**src/rtl/klingon_pkg.sv**
```systemverilog
// Shared types and glyph tables for the multiplexed seven-segment scanner.
// Patterns are {g,f,e,d,c,b,a}, active-low.
package klingon_pkg;

    typedef logic [6:0] seg_t;

    localparam seg_t SEG_OFF = 7'h7F;
    localparam logic [3:0] KLINGON_MAX_CODE = 4'd9;

    // Packed MSB-first, so the leftmost entry is code 15 and the rightmost is code 0.
    localparam seg_t [15:0] HEX_GLYPHS = {
        7'h0E, 7'h06, 7'h21, 7'h46, 7'h03, 7'h08, 7'h10, 7'h00,
        7'h78, 7'h02, 7'h12, 7'h19, 7'h30, 7'h24, 7'h79, 7'h40
    };

    localparam seg_t [15:0] KLINGON_GLYPHS = {
        7'h7F, 7'h7F, 7'h7F, 7'h7F, 7'h7F, 7'h7F, 7'h06, 7'h14,
        7'h38, 7'h0C, 7'h2A, 7'h1C, 7'h4B, 7'h5B, 7'h7B, 7'h63
    };

endpackage

```
**src/rtl/klingon_scan_display_if.sv**
```systemverilog
// Load/data bus and display outputs of the scanner, bundled for port hookup.
interface klingon_scan_display_if import klingon_pkg::*; #(
    parameter int DIGITS = 4
);
    logic                  load;
    logic [4*DIGITS-1:0]   value;
    logic [DIGITS-1:0]     blank_mask;
    seg_t                  seg;
    logic [DIGITS-1:0]     an;
    logic                  pending;
    logic                  frame_done;
    logic                  code_err;

    modport master (
        output load, value, blank_mask,
        input  seg, an, pending, frame_done, code_err
    );

    modport slave (
        input  load, value, blank_mask,
        output seg, an, pending, frame_done, code_err
    );
endinterface

```
**src/rtl/klingon_glyph_dec.sv**
```systemverilog
// Combinational digit-code to segment-pattern decoder, table chosen at elaboration.
module klingon_glyph_dec import klingon_pkg::*; #(
    parameter int GLYPH_MODE = 1
) (
    input  logic [3:0] code,
    output seg_t       pattern,
    output logic       code_invalid
);

    always_comb begin
        pattern      = HEX_GLYPHS[code];
        code_invalid = 1'b0;
        if (GLYPH_MODE == 1) begin
            pattern      = KLINGON_GLYPHS[code];
            code_invalid = (code > KLINGON_MAX_CODE);
        end
    end

endmodule

```
**src/rtl/klingon_scan_display.sv**
```systemverilog
// Time-multiplexed seven-segment scanner with a shadow register that is
// committed only at frame boundaries, so a frame never mixes old and new digits.
module klingon_scan_display import klingon_pkg::*; #(
    parameter int DIGITS     = 4,
    parameter int SCAN_DIV   = 1000,
    parameter int GLYPH_MODE = 1
) (
    input  logic                   clk,
    input  logic                   rst_n,
    klingon_scan_display_if.slave  bus
);

    localparam int CW = $clog2(SCAN_DIV);
    localparam int IW = (DIGITS > 1) ? $clog2(DIGITS) : 1;
    localparam logic [CW-1:0] CNT_LAST = CW'(SCAN_DIV - 1);
    localparam logic [IW-1:0] IDX_LAST = IW'(DIGITS - 1);

    logic [CW-1:0]         cnt;
    logic [IW-1:0]         idx;
    logic [4*DIGITS-1:0]   shadow_val;
    logic [4*DIGITS-1:0]   disp_val;
    logic [DIGITS-1:0]     shadow_blank;
    logic [DIGITS-1:0]     disp_blank;
    logic                  pending_q;
    logic                  code_err_q;
    seg_t                  seg_q;
    logic                  tick;
    logic                  wrap;
    logic [3:0]            cur_code;
    logic                  cur_blank;
    seg_t                  glyph;
    logic                  glyph_bad;

    assign tick = (cnt == CNT_LAST);
    assign wrap = tick && (idx == IDX_LAST);

    always_ff @(posedge clk or negedge rst_n) begin
        if (!rst_n) begin
            cnt <= '0;
            idx <= '0;
        end else if (tick) begin
            cnt <= '0;
            idx <= (idx == IDX_LAST) ? '0 : idx + 1'b1;
        end else begin
            cnt <= cnt + 1'b1;
        end
    end

    // A load landing on the wrap cycle bypasses the shadow so it shows this frame.
    always_ff @(posedge clk or negedge rst_n) begin
        if (!rst_n) begin
            shadow_val   <= '0;
            shadow_blank <= '0;
            disp_val     <= '0;
            disp_blank   <= '0;
            pending_q    <= 1'b0;
        end else begin
            if (bus.load) begin
                shadow_val   <= bus.value;
                shadow_blank <= bus.blank_mask;
            end
            if (wrap && bus.load) begin
                disp_val   <= bus.value;
                disp_blank <= bus.blank_mask;
                pending_q  <= 1'b0;
            end else if (wrap && pending_q) begin
                disp_val   <= shadow_val;
                disp_blank <= shadow_blank;
                pending_q  <= 1'b0;
            end else if (bus.load) begin
                pending_q <= 1'b1;
            end
        end
    end

    always_comb begin
        cur_code  = '0;
        cur_blank = 1'b0;
        bus.an    = '1;
        for (int i = 0; i < DIGITS; i++) begin
            if (idx == IW'(i)) begin
                cur_code  = disp_val[4*i +: 4];
                cur_blank = disp_blank[i];
                bus.an[i] = (cnt == '0);
            end
        end
    end

    klingon_glyph_dec #(.GLYPH_MODE(GLYPH_MODE)) u_dec (
        .code         (cur_code),
        .pattern      (glyph),
        .code_invalid (glyph_bad)
    );

    // Forcing dark on tick makes seg dark for the whole count-0 gap of the next slot.
    always_ff @(posedge clk or negedge rst_n) begin
        if (!rst_n) begin
            seg_q      <= SEG_OFF;
            code_err_q <= 1'b0;
        end else begin
            seg_q <= (tick || cur_blank || glyph_bad) ? SEG_OFF : glyph;
            if (!tick && !cur_blank && glyph_bad) begin
                code_err_q <= 1'b1;
            end
        end
    end

    assign bus.seg        = seg_q;
    assign bus.pending    = pending_q;
    assign bus.frame_done = wrap;
    assign bus.code_err   = code_err_q;

endmodule

```
**src/flat_wrapper.sv**
```systemverilog
// flat-port wrapper written by rule: the top's interface ports become plain ports
module klingon_scan_display_flat import klingon_pkg::*;
#(
    parameter int DIGITS     = 4,
    parameter int SCAN_DIV   = 1000,
    parameter int GLYPH_MODE = 1
)
  (clk, rst_n, bus_load, bus_value, bus_blank_mask, bus_seg, bus_an, bus_pending, bus_frame_done, bus_code_err);
  klingon_scan_display_if #(.DIGITS(DIGITS)) bus_i ();
  input  logic clk;
  input  logic rst_n;
  input wire logic [$bits(bus_i.load)-1:0] bus_load;
  input wire logic [$bits(bus_i.value)-1:0] bus_value;
  input wire logic [$bits(bus_i.blank_mask)-1:0] bus_blank_mask;
  output wire logic [$bits(bus_i.seg)-1:0] bus_seg;
  output wire logic [$bits(bus_i.an)-1:0] bus_an;
  output wire logic [$bits(bus_i.pending)-1:0] bus_pending;
  output wire logic [$bits(bus_i.frame_done)-1:0] bus_frame_done;
  output wire logic [$bits(bus_i.code_err)-1:0] bus_code_err;
  assign bus_i.load = bus_load;
  assign bus_i.value = bus_value;
  assign bus_i.blank_mask = bus_blank_mask;
  assign bus_seg = bus_i.seg;
  assign bus_an = bus_i.an;
  assign bus_pending = bus_i.pending;
  assign bus_frame_done = bus_i.frame_done;
  assign bus_code_err = bus_i.code_err;
  klingon_scan_display #(.DIGITS(DIGITS), .SCAN_DIV(SCAN_DIV), .GLYPH_MODE(GLYPH_MODE)) u_core (.clk(clk), .rst_n(rst_n), .bus(bus_i));
endmodule
```
**config.mk**
```make
export PLATFORM = sky130hd
export DESIGN_NAME = klingon_scan_display_flat
export DESIGN_NICKNAME = d
export VERILOG_FILES = /design/src/rtl/klingon_pkg.sv /design/src/rtl/klingon_scan_display_if.sv /design/src/rtl/klingon_glyph_dec.sv /design/src/rtl/klingon_scan_display.sv /design/src/flat_wrapper.sv
export SDC_FILE = /design/constraint.sdc
export NUM_CORES = 1
export LEC_CHECK = 0
export ABC_AREA = 1
export CAP_MARGIN = 20
export CORE_UTILIZATION = 45
export CTS_CLUSTER_DIAMETER = 40
export DETAILED_ROUTE_END_ITERATION = 12
export MAX_ROUTING_LAYER = met4
export PLACE_DENSITY = 0.67
export SYNTH_ARGS = -nofsm -noshare
export SYNTH_HDL_FRONTEND = slang
export SYNTH_SLANG_ARGS = --single-unit
```
**constraint.sdc**
```tcl
create_clock -name clk -period 3 [get_ports clk]
set_clock_uncertainty 0.1 [all_clocks]
set_input_delay 0.6 -clock clk [delete_from_list [all_inputs] [get_ports clk]]
set_output_delay 0.6 -clock clk [all_outputs]
set_load 0.05 [all_outputs]
```
==> impl_metrics.json <==
{
  "grt_start_max_net_pins": 32,
  "die_area_um2": 6984,
  "drive_above_1_share_pct": 8.525,
  "crit_buf_inv": 1,
  "path_clk_slew_ns": 0.06,
  "status": "complete, no violations",
  "num_rows": 29,
  "h-tree-depth": 3,
  "fp.coreArea_um2": 6386,
  "wl_per_cell_um": 11.54,
  "ctsHoldBuffers": 0,
  "final_area_um2": 3605,
  "met1_usage_pct": 26.30,
  "cts_made_buffers": 9,
  "numPortBuffers": 36,
  "netlist_area_um2": 2994,
  "synth_top_area_cell": "dfrtp_1",
  "clock_latency_ns": 0.32,
  "layout.cells.non_filler": 511,
  "p_leak_uw": 0.001991,
  "yosysWarnings": 0,
  "tns_ns": 0,
  "antenna_found_initial": 0,
  "max_stage_delay_ns": 0.80,
  "gp_congestion": 0.8865,
  "met3_usage_pct": 4.055,
  "synth_area_leaders": "dfrtp_1 45%, nand2_1 18%, nor2_1 6.1%",
  "syn_inst": 389,
  "grt_pass1_wl_mm": 11.03,
  "synth_nets": 423,
  "hpwl_mm": 4.293,
  "ir_drop_v": 0.0002624,
  "power_density_nw_per_um2": 436.3,
  "antenna-diode-count": 0,
  "syn_to_final_growth_pct": 20.39,
  "fin_crit_ns": 2.862,
  "setup_violations": 0,
  "ys_types": 26,
  "use_met2_pct": 30.52,
  "period_share_pct": 95.40,
  "worstSetupStartpointType": "flop",
  "endpoint_kind": "output pin",
  "path_class": "reg2out",
  "cp.required_ns": 2.30,
  "drcViolationCount": 0,
  "timing.fmax_ghz": 0.3494,
  "placed_area_um2": 3431,
  "fin_nets": 465,
  "clockBufferDepth": 2,
  "synth_top_area_share_pct": 45.13,
  "tightest_slew_ns": 0.4950,
  "rsz0062_at_grt": "false",
  "path_max_fanout": 4,
  "grt-ovfl-total": 0,
  "maxSlewHeadroom_pct": 66.90,
  "min_path_type": "in2async",
  "detail-route-antenna-nets": 0,
  "maxCapViolations": 0,
  "cp_cell_sequence": "nor4_1, nand4_1, nand2_1, clkdlybuf4s50_1",
  "cts_tree": "yes",
  "finalHoldViolCount": 0,
  "top_usage_layer": "met2",
  "dpl.cell_count": 497,
  "cts-root-buf": "clkbuf_8",
  "routed_via_density": 4.746,
  "cp.arrival_ns": 2.16,
  "cpMaxStageDelayCell": "clkdlybuf4s50_1",
  "ios": 37,
  "syn_avg_cell_area_um2": 7.697,
  "grt_use_total_pct": 20.06,
  "nFillCells": 590,
  "die_x_um": 83.57,
  "yosysSeqAreaShare_pct": 50.40,
  "cts_sinks": 60,
  "start_util_pct": 46.88,
  "yosys_register_bits": 60,
  "die_h_um": 83.57,
  "drt-total-wl_mm": 5.895,
  "drt_first_pass_iters": 4,
  "vias": 2425,
  "cp_top_family": "buffers and inverters",
  "first_iter_violations": 107,
  "slew_violations": 0,
  "grt_pass1_vias": 2533
}
## synth_stat cells (all sizes together)
library cell,number
nand3,14
nor4,1
xor2,1
a21oi,14
dfstp,6
clkbuf,5
o21ai,21
clkinv,2
ha,11
nor3,4
o21bai,1
nand2,145
or2,3
nor2,51
nand4,4
buf,7
dfrtp,54
inv,45
## where the power goes
group | switching (uW) | internal (uW)
Sequential | 5.73 | 833
Combinational | 52.2 | 41.5
Clock | 285 | 355
Total | 343 | 1230
## metal layers
layer  vias up  part of all wire [%]
li1       1270                     -
met1      1101                    50
met2        45                    44
met3         9                   4.0
met4         0                   1.5
met5         -                     0
## path summary, 6_finish.rpt
path,from,endpoint,slack [ns],depth (start not counted)
worst max-delay path,u_core.cnt[9],bus_an[0],0.14,4
min in group clk,u_core.shadow_val[6],u_core.shadow_val[6],0.37,2
max in group asynchronous,rst_n,u_core.disp_val[14],2.02,2
worst min register to register,u_core.shadow_val[6],u_core.shadow_val[6],0.37,2
worst min-delay path,rst_n,u_core.disp_val[6],0.13,1
worst max register to register,u_core.idx[0],u_core.bus.seg[1],0.43,13
## flip-flops by register name (all words and copies together) (netlist names)
signal,cells
u_core.shadow_val,16
u_core.bus.pending,1
u_core.bus.seg,6
u_core.idx,2
u_core.cnt,10
u_core.bus.code_err,1
u_core.disp_val,16
u_core.disp_blank,4
u_core.shadow_blank,4
## kinds of logic (layout without fill, tap and decap cells)
group                    count (synthesis)  after routing  share of synthesized area, %
XOR/XNOR                                 1              1                        0.2926
flip-flops                              60             60                         50.40
AND/OR/NAND/NOR                        222            222                         30.46
AO/OA/AOI/OAI                           36             36                         6.101
adder cells (fa/ha/maj)                 11             11                         4.597
buffers and inverters                   59            104                         8.149
## what timing repair did
item,CTS,global route
setup endpoints to repair,1,0
endpoints found under the hold margin,0,0
gates resized for setup,1,0
setup buffers,0,0
## through the flow
stage	setup slack, ns	hold slack [ns]	total power [uW]	util [%]
2_1_floorplan	0.8102	0.2044	891.4	-
3_3_place_gp	0.3866	0.3548	946.8	53.72
3_5_place_dp	0.3288	0.3621	949.6	53.72
4_1_cts	0.1258	0.1401	1598	56.45
5_1_grt	0.02420	0.1623	1650	56.45
6_report	0.1381	0.1293	1573	56.45
## final cells by class
cell class	count	area [um2]	share of cell area, %
Sequential cell	60	1509	41.86
Multi-Input combinational cell	270	1241	34.43
Timing Repair Buffer	43	406.6	11.28
Inverter	47	176.4	4.894
Clock buffer	12	165.2	4.582
Tap cell	77	96.34	2.673
Clock inverter	2	10.01	0.2777
## layout by cell type, fill, tap and decap left out, drive strengths merged, types with 6 or more instances in the layout
cell type and n:
clkbuf 12, nor2 51, nand2 145, dfrtp 54, clkdlybuf4s50 34, buf 8, dfstp 6, nand3 14
ha 11, inv 45, a21oi 14, o21ai 21
(Power assumes the default switching activity.)
